<file path="src/rtl/bin_mult_seq.sv">
`default_nettype none
// ============================================================================
// Module      : bin_mult_seq
// Description : Iterative shift-add multiplier with valid/ready handshakes.
//               Retires BITS_PER_CYCLE multiplier bits per RUN cycle, works
//               on operand magnitudes and re-applies the sign at the end.
//               Supports signed/unsigned operation per request and flags
//               products that do not fit in WIDTH bits.
// Revision    : 1.0 - initial release
// ============================================================================
module bin_mult_seq #(
    parameter int WIDTH          = 8,
    parameter int BITS_PER_CYCLE = 1
) (
    input  logic                 wb_clk_i,
    input  logic                 wb_rst_i,
    input  logic                 in_valid,
    output logic                 in_ready,
    input  logic [WIDTH-1:0]     a_i,
    input  logic [WIDTH-1:0]     b_i,
    input  logic                 signed_i,
    output logic                 out_valid,
    input  logic                 out_ready,
    output logic [2*WIDTH-1:0]   product_o,
    output logic                 ovf_o,
    output logic                 busy_o
);

    localparam int c_steps = WIDTH / BITS_PER_CYCLE;
    localparam int c_aw    = 2 * WIDTH + 1;
    localparam int c_cw    = $clog2(c_steps + 1);
    localparam logic [c_cw-1:0] c_last = c_cw'(c_steps - 1);
    localparam logic [c_cw-1:0] c_one  = c_cw'(1);

    typedef enum logic [1:0] {
        ST_IDLE = 2'd0,
        ST_RUN  = 2'd1,
        ST_DONE = 2'd2
    } state_t;

    state_t               r_state_q,   w_state_d;
    logic [c_aw-1:0]      r_mcand_q,   w_mcand_d;
    logic [WIDTH-1:0]     r_mplier_q,  w_mplier_d;
    logic [c_aw-1:0]      r_acc_q,     w_acc_d;
    logic [c_cw-1:0]      r_cnt_q,     w_cnt_d;
    logic                 r_neg_q,     w_neg_d;
    logic                 r_sgn_q,     w_sgn_d;
    logic [2*WIDTH-1:0]   r_product_q, w_product_d;
    logic                 r_ovf_q,     w_ovf_d;

    logic [c_aw-1:0]      w_partial;
    logic [c_aw-1:0]      w_acc_sum;
    logic [WIDTH-1:0]     w_a_mag;
    logic [WIDTH-1:0]     w_b_mag;
    logic [2*WIDTH-1:0]   w_mag;
    logic [2*WIDTH-1:0]   w_prod;
    logic [WIDTH:0]       w_prod_top;
    logic                 w_prod_ovf;

    // The multiplicand register is pre-shifted each step, so the selected
    // multiple is already aligned to the accumulator.
    generate
        if (BITS_PER_CYCLE == 2) begin : g_radix4
            // Select 0, 1x, 2x or 3x multiplicand from the two multiplier LSBs
            always_comb begin
                w_partial = '0;
                case (r_mplier_q[1:0])
                    2'd1:    w_partial = r_mcand_q;
                    2'd2:    w_partial = r_mcand_q << 1;
                    2'd3:    w_partial = r_mcand_q + (r_mcand_q << 1);
                    default: w_partial = '0;
                endcase
            end
        end else begin : g_radix2
            assign w_partial = r_mplier_q[0] ? r_mcand_q : '0;
        end
    endgenerate

    // Most negative input has magnitude 2^(WIDTH-1), which still fits unsigned
    assign w_a_mag = (signed_i && a_i[WIDTH-1]) ? -a_i : a_i;
    assign w_b_mag = (signed_i && b_i[WIDTH-1]) ? -b_i : b_i;

    assign w_acc_sum  = r_acc_q + w_partial;
    assign w_mag      = w_acc_sum[2*WIDTH-1:0];
    assign w_prod     = r_neg_q ? -w_mag : w_mag;
    assign w_prod_top = w_prod[2*WIDTH-1:WIDTH-1];
    // Signed fits when the upper half plus the WIDTH-bit sign are a pure sign extension
    assign w_prod_ovf = r_sgn_q ? !((&w_prod_top) || !(|w_prod_top))
                                : (|w_prod[2*WIDTH-1:WIDTH]);

    // Next-state and datapath update for the IDLE -> RUN -> DONE sequence
    always_comb begin
        w_state_d   = r_state_q;
        w_mcand_d   = r_mcand_q;
        w_mplier_d  = r_mplier_q;
        w_acc_d     = r_acc_q;
        w_cnt_d     = r_cnt_q;
        w_neg_d     = r_neg_q;
        w_sgn_d     = r_sgn_q;
        w_product_d = r_product_q;
        w_ovf_d     = r_ovf_q;
        case (r_state_q)
            ST_IDLE: begin
                if (in_valid) begin
                    w_mcand_d  = {{(WIDTH+1){1'b0}}, w_a_mag};
                    w_mplier_d = w_b_mag;
                    w_acc_d    = '0;
                    w_cnt_d    = '0;
                    w_neg_d    = signed_i & (a_i[WIDTH-1] ^ b_i[WIDTH-1]);
                    w_sgn_d    = signed_i;
                    w_state_d  = ST_RUN;
                end
            end
            ST_RUN: begin
                w_acc_d    = w_acc_sum;
                w_mcand_d  = r_mcand_q << BITS_PER_CYCLE;
                w_mplier_d = r_mplier_q >> BITS_PER_CYCLE;
                w_cnt_d    = r_cnt_q + c_one;
                // Fixed step count: no early exit, latency is data-independent
                if (r_cnt_q == c_last) begin
                    w_product_d = w_prod;
                    w_ovf_d     = w_prod_ovf;
                    w_state_d   = ST_DONE;
                end
            end
            ST_DONE: begin
                if (out_ready) begin
                    w_state_d = ST_IDLE;
                end
            end
            default: w_state_d = ST_IDLE;
        endcase
    end

    // State registers; reset aborts any operation in flight
    always_ff @(posedge wb_clk_i or posedge wb_rst_i) begin
        if (wb_rst_i) begin
            r_state_q   <= ST_IDLE;
            r_mcand_q   <= '0;
            r_mplier_q  <= '0;
            r_acc_q     <= '0;
            r_cnt_q     <= '0;
            r_neg_q     <= 1'b0;
            r_sgn_q     <= 1'b0;
            r_product_q <= '0;
            r_ovf_q     <= 1'b0;
        end else begin
            r_state_q   <= w_state_d;
            r_mcand_q   <= w_mcand_d;
            r_mplier_q  <= w_mplier_d;
            r_acc_q     <= w_acc_d;
            r_cnt_q     <= w_cnt_d;
            r_neg_q     <= w_neg_d;
            r_sgn_q     <= w_sgn_d;
            r_product_q <= w_product_d;
            r_ovf_q     <= w_ovf_d;
        end
    end

    // Handshake outputs are pure decodes of the state register
    assign in_ready  = (r_state_q == ST_IDLE);
    assign out_valid = (r_state_q == ST_DONE);
    assign busy_o    = (r_state_q != ST_IDLE);
    assign product_o = r_product_q;
    assign ovf_o     = r_ovf_q;

endmodule
`default_nettype wire

</file>
<file path="config.mk">
export PLATFORM = sky130hd
export DESIGN_NAME = bin_mult_seq
export DESIGN_NICKNAME = d
export VERILOG_FILES = /design/src/rtl/bin_mult_seq.sv
export SDC_FILE = /design/constraint.sdc
export NUM_CORES = 1
export LEC_CHECK = 0
export ABC_AREA = 1
export CORE_MARGIN = 2
export CORE_UTILIZATION = 30
export DETAILED_ROUTE_END_ITERATION = 10
export GPL_ROUTABILITY_DRIVEN = 0
export HOLD_SLACK_MARGIN = 0.05
export PLACE_DENSITY = 0.47
export SKIP_LAST_GASP = 1
export SYNTH_ARGS = -nofsm -noshare
export SYNTH_HDL_FRONTEND = slang
export SYNTH_SLANG_ARGS = --single-unit
</file>
<file path="constraint.sdc">
create_clock -name wb_clk_i -period 5.44 [get_ports wb_clk_i]
set_input_delay 0.544 -clock wb_clk_i [delete_from_list [all_inputs] [get_ports wb_clk_i]]
set_output_delay 0.544 -clock wb_clk_i [all_outputs]
set_load 0.005 [all_outputs]
</file>
==> metrics.txt, run 1 <==
asr flop ratio synth 100%; DIE AREA 0.0162 mm2; Synth Net Count 696; Sink Count 65; final period utilization 57.8%; Row Count 44; Slew Limit Headroom 43.8%; M1 GR Usage 18.9%; most frequent CP cell nand2_1; final cell count without fillers 885; CTS Hold Bufs 0; Starting Density 31.0%; GRT busiest layer met2; Yosys reg bits 65; CP Max Fanout 17; CP peak stage delay 0.65 ns; Worst EP arrival 3.37 ns; Die H 127 um; Max Cap Viol 0; Vias/cell ~4.8; Buf+Inv Stages, Crit Path 3; H-tree levels 3; highest clock rate 318 MHz; clk buf depth 2; CTS root buffer clkbuf_16; CTS tree yes; Buffers on Ports 40; post-CTS sizing 0; RSZ-0062 raised after global routing no; Peak supply drop 0.169 mV; sequential area share after synthesis 35.8%; final wirelength ~12000 um; routed len/inst 13.0 um; CTS Buf Count 9; Tmin final 3.15 ns; Post-Place Cells 869; met2 Usage GRT ~26%; Nets 737; hpwl dp 9180 um; crit end category flop; Hold WS 0.482 ns; cells taking the most area after synthesis dfrtp_1 36%, nand2_1 16%, inv_1 7.6%, ha_1 5.2%, o21ai_0 5.2%; ant diodes 0; Mapped Area 0.00455 mm2; clock transition at the registers of the reported paths ~0.06 ns; Post-CTS Setup Repair Bufs 0; top-area cell type share of the netlist area 35.8%; DRC Markers 0; Post-synth EDFFs 0; largest net degree at the start of global routing 66; CP cell instances nand2_1 > inv_1 > ha_1 > fa_1 > inv_1 > ha_1 > inv_1 > nor2_1 > nand2_1 > nor2_1 > nand2_1 > nor2_1 > nand2_1 > nand2_1 > nand2_1 > nand2_1 > nand2_1 > nor2_1 > nand4_1 > nand3_1 > nand2_1; WP depth 21; Worst EP required 5.67 ns; Clk Latency, worst-skew pair 0.34 ns; R2R depth 21; IO Pins 41; Most used DFF post-synth dfrtp_1; CP max stage cell dfrtp_1; Pwr Density 644 mW/mm2; leak pwr 2.75 nW; Initial DRT Pass Iterations 4; worst slew pin tran 0.844 ns; share of cells above drive strength 1 9.99%; utilization after layout a little under two fifths; syn avg cell area about 6.9 um2; Post-DRT Antenna Nets 0; Total Routing Usage GR 15.2%; cell count after synthesis 655; final hold vios 0; DR iter-0 viols 243; Synth warnings 0; layout overhead on the synthesized area 20.0%; core region area roughly 0.015 mm2; Netlist cell types 41; Hold Path Stages 2; area leader, netlist dfrtp_1; Critical Setup Path Class reg -> reg; vias in the first global route 4223; grt ovf 0; initial antenna violation count 0; Slew Limit Fails 0; Total Negative Setup Slacks 0 ns; worst min-delay path class reg -> reg; final setup fails 0; Via Count 4232; cell family with most CP delay simple AND/OR/NAND/NOR gates; run status finished clean; grt met3 use 3.94%; Die X between 100 and 150 um; Worst setup SP type flop; first-pass GRT wire length 19800 um; clock skew 0.00716 ns
## power by group
group          internal [mW]  switching [mW]
Combinational          0.733            1.32
Clock                  0.368           0.220
Sequential             0.707           0.168
Total                   1.81            1.71
## layout make-up
class,count,area [um2]
Sequential cell,65,1630
Multi-Input combinational cell,472,2470
Fill cell,1604,9190
Timing Repair Buffer,44,430
Inverter,104,390
Clock inverter,6,66.3
Tap cell,184,230
Clock buffer,10,239
## worst reg2reg max path, delay by kind of cell, from the launching register on
family	cells	cell delay, ns
DFF	1	0.65
buffers and inverters	3	0.22
adders and majority gates	3	0.85
and+or+nand+nor	15	1.33
## flip-flops by register name (all words and copies together), names as in the netlist, 2 cells and up
register and cells:
r_cnt_q 4, r_mcand_q 16, product_o 16, r_state_q 2, r_mplier_q 8, r_acc_q 16
## synth_stat cells (all sizes together) (2+ instances only)
cell type / number
nand2: 211
inv: 103
dfrtp: 65
nor2: 59
nand3: 53
o21ai: 48
ha: 19
a21oi: 14
clkbuf: 12
a22oi: 10
o22ai: 9
a31oi: 8
nand4: 8
xor2: 8
nor3: 5
xnor2: 4
and2: 2
buf: 2
nand3b: 2
o31ai: 2
## worst paths after layout
path / start / slack (ns) / endpoint
setup / recovery: r_mplier_q[0] / 2.29 / ovf_o
hold / removal: product_o[12] / 0.48 / product_o[12]
setup reg to reg: r_mplier_q[0] / 2.29 / ovf_o
hold reg to reg: product_o[12] / 0.48 / product_o[12]
max in group asynchronous: wb_rst_i / 4.10 / r_acc_q[15]
min in group asynchronous: wb_rst_i / 0.78 / product_o[6]
## stage by stage
step	power [mW]	setup WS [ns]	instance area [um2]
3_3_place_gp	2.94	2.16	5150
5_1_grt	3.88	1.95	5460
2_1_floorplan	2.33	2.47	4550
3_5_place_dp	2.96	2.12	5150
4_1_cts	3.57	2.26	5460
6_report	3.51	2.29	5460
## layer usage
metal	vias up	wire (um)
li1	2190	-
met1	1949	5310
met2	76	5430
met3	17	554
met4	0	240
met5	-	0
## cell usage in the layout, fill, tap and decap left out, drive strengths merged
| cell | n |
|---|---|
| inv | 104 |
| fa | 1 |
| a31oi | 8 |
| buf | 4 |
| clkbuf | 10 |
| o211ai | 1 |
| nor2 | 59 |
| or2 | 1 |
| bufinv | 1 |
| xnor2 | 4 |
| mux2i | 1 |
| xor2 | 8 |
| nand3b | 2 |
| o21ai | 48 |
| nor3b | 1 |
| nand2 | 211 |
| clkinv | 5 |
| o31ai | 2 |
| a21oi | 14 |
| a32o | 1 |
| a21o | 1 |
| dfrtp | 65 |
| a22o | 1 |
| ha | 19 |
| clkdlybuf4s50 | 40 |
| and2 | 2 |
| o311ai | 1 |
| nor4 | 1 |
| nand4 | 8 |
| o22ai | 9 |
| nand3 | 53 |
| a22oi | 10 |
| nor3 | 5 |
## cell families (layout without fill, tap and decap cells)
kind of cell / count (synthesis) / in the layout / synth area share (%)
and+or+nand+nor: 343 / 343 / 33.9
muxes: 1 / 1 / 0.220
DFF: 65 / 65 / 35.8
xor gates and xnor gates: 12 / 12 / 2.31
buffers and inverters: 118 / 164 / 9.85
adders and majority gates: 20 / 20 / 5.67
AOI/OAI and AO/OA: 96 / 96 / 12.2
Note: power is estimated with default switching activity, not from simulation.
==> run 2: changes to the inputs <==
Clock period 5.44 ns to 3.2 ns, I/O delays scaled along.
==> run 2 against run 1 <==
  * Core utilization rose by 0.44 points
  * Combinational power rose by 73%
  * Routed wire length rose by 1.9%
  * Global-route usage rose by 0.33 points
  * Sequential share of layout area fell by 0.33 points
  * Critical path depth fell by 2
  * Clock power rose by 73%
  * Maximum frequency rose by 8.7%
  * First-iteration DRC count rose by 9.5%
  * Power rose by 72%
  * Clock-buffer cell count did not move
  * Final area rose by 1.2%
  * Largest power group unchanged
  * Highest routed layer unchanged
==> metrics.txt, run 2 (synthesis results as in run 1) <==
Critical Setup Path Class reg -> reg (unchanged); final period utilization 90.4% (was 57.8%); Row Count 44 (unchanged); Total Routing Usage GR 15.5% (was 15.2%); Die H 127 um (unchanged); RSZ-0062 raised after global routing no (unchanged); vias in the first global route 4250 (was 4223); hpwl dp 9270 um (was 9180 um); Initial DRT Pass Iterations 5 (was 4); Max Cap Viol 0 (unchanged); highest clock rate 346 MHz (was 318 MHz); leak pwr 2.77 nW (was 2.75 nW); most frequent cells in the layout 190 x nand2_1, 90 x inv_1, 64 x dfrtp_1 (was 190 x nand2_1, 91 x inv_1, 65 x dfrtp_1); initial antenna violation count 0 (unchanged); H-tree levels 3 (unchanged); Via Count 4247 (was 4232); Worst setup SP type flop (unchanged); CP Max Fanout 7 (was 17); commonest non-fill, non-tap cell in the layout nand2_1 (unchanged); r2r endpoint ovf_o (unchanged); Sink Count 65 (unchanged); final hold vios 0 (unchanged); Pwr Density 1100 mW/mm2 (was 644 mW/mm2); Slew Limit Headroom 52.0% (was 43.8%); run status finished clean (unchanged); worst min-delay path class in -> async (was reg -> reg); Peak supply drop 0.364 mV (was 0.169 mV); R2R depth 19 (was 21); core region area 0.0146 mm2 (unchanged); DR iter-0 viols 266 (was 243); DRC Markers 0 (unchanged); largest net degree at the start of global routing 39 (was 66); clk buf depth 2 (unchanged); register cell area after layout 0.00163 mm2 (about the same); CTS Buf Count 9 (unchanged); first-pass GRT wire length 20200 um (was 19800 um); layout overhead on the synthesized area 21.5% (was 20.0%); CTS root buffer clkbuf_16 (unchanged); DIE AREA 0.0162 mm2 (unchanged); # fillers 1594 (was 1604); CTS tree yes (unchanged); clock transition at the registers of the reported paths 0.06 ns (about the same); R2R Path Start r_mplier_q[0] (unchanged); Buffers on Ports 40 (unchanged); worst slew pin tran 0.720 ns (was 0.844 ns); Starting Density 31.0% (unchanged); combined area of the multi-input logic cells 0.00248 mm2 (was 0.00247 mm2); crit end category flop (unchanged); grt ovf 0 (unchanged); routed len/inst 13.2 um (was 13.0 um); Nets 743 (was 737); Tmin final 2.89 ns (was 3.15 ns); R2R Setup Slk 0.31 ns (was 2.29 ns); clock skew 0.00757 ns (was 0.00716 ns); Post-DRT Antenna Nets 0 (unchanged); final setup fails 0 (unchanged); IO Pins 41 (unchanged); Clk Latency, worst-skew pair 0.34 ns (about the same); final wirelength 11700 um (was 11500 um); Die X 127 um (unchanged); share of cells above drive strength 1 11.3% (was 9.99%); Worst EP required 3.43 ns (was 5.67 ns); Total Negative Setup Slacks 0 ns (unchanged); ant diodes 0 (unchanged); Slew Limit Fails 0 (unchanged); Worst EP arrival 3.13 ns (was 3.37 ns); utilization after layout 37.7% (was 37.3%); Vias/cell 4.77 (was 4.78)
==> run 2: metrics by stage <==
step	hold slack [ns]	cell area, um2	power (mW)	setup WS (ns)	cells
after floorplan	0.406	4550	3.97	0.232	655
after global placement	0.472	5190	5.00	0.222	873
after detailed placement	0.475	5190	5.06	0.177	873
after CTS	0.415	5500	6.10	0.165	889
after global routing	0.458	5520	6.70	0.00317	891
final	0.387	5520	6.05	0.307	891
==> run 2: routing by layer <==
metal,GRT usage [%],up-vias,routed length [um],share of wire [%]
met3,2.89,16,389,3.3
met2,26.5,83,5560,47
met4,5.30,0,228,1.9
li1,-,2200,-,-
met5,0,-,0,0
met1,19.7,1948,5570,47
==> run 2: critical path, stage by stage (launching register included) <==
cell and delay (ns):
dfrtp_2 0.45, buf_4 0.16, nand2_1 0.05, inv_1 0.05, ha_1 0.40, nand2_2 0.13
nor2_1 0.23, nand3_1 0.18, nand4_1 0.13, nand2_1 0.13, nor2_2 0.20, nand3_1 0.12
nand2_1 0.07, nand2_1 0.07, nand2_2 0.07, nand2_1 0.06, nor2_1 0.11, nand3_1 0.08
nand3_1 0.07, nand2_1 0.05
==> run 2: report_power, final <==
part	leakage [nW]	internal (mW)	switching, mW	total, mW
registers	0.814	1.20	0.280	1.48
logic	1.82	1.29	2.26	3.55
clock network	0.145	0.625	0.392	1.02
total	2.77	3.12	2.93	6.05
==> run 2: repair_timing <==
item | in CTS | in global routing
gates resized for setup | 0 | 4
hold buffers | 0 | 0
endpoints found under the setup margin | 0 | 2
setup buffers | 0 | 2
==> run 2: final cells by class <==
| cell class | count | share of cell area (%) |
|---|---|---|
| clock buffer | 10 | 4.33 |
| clock inverter | 6 | 1.22 |
| inverter | 104 | 7.07 |
| multi-input combinational | 472 | 44.9 |
| sequential | 65 | 29.5 |
| tap | 184 | 4.17 |
| timing repair buffer | 50 | 8.84 |
==> run 2: worst max path at each step <==
stage	from	endpoint	slack, ns	depth (start not counted)
finish	r_mplier_q[0]	ovf_o	0.31	19
global route	r_mplier_q[0]	ovf_o	0.003	23
CTS	r_mplier_q[0]	ovf_o	0.16	21
detailed placement	r_mplier_q[0]	ovf_o	0.18	21
global placement	r_mplier_q[0]	ovf_o	0.22	21
floorplan	r_mplier_q[0]	ovf_o	0.23	22
==> run 3: changes to the inputs <==
Settings changed: TNS_END_PERCENT set to 1.
==> results of run 3 <==
Final layout, timing and power as in run 2 (identical DEF).
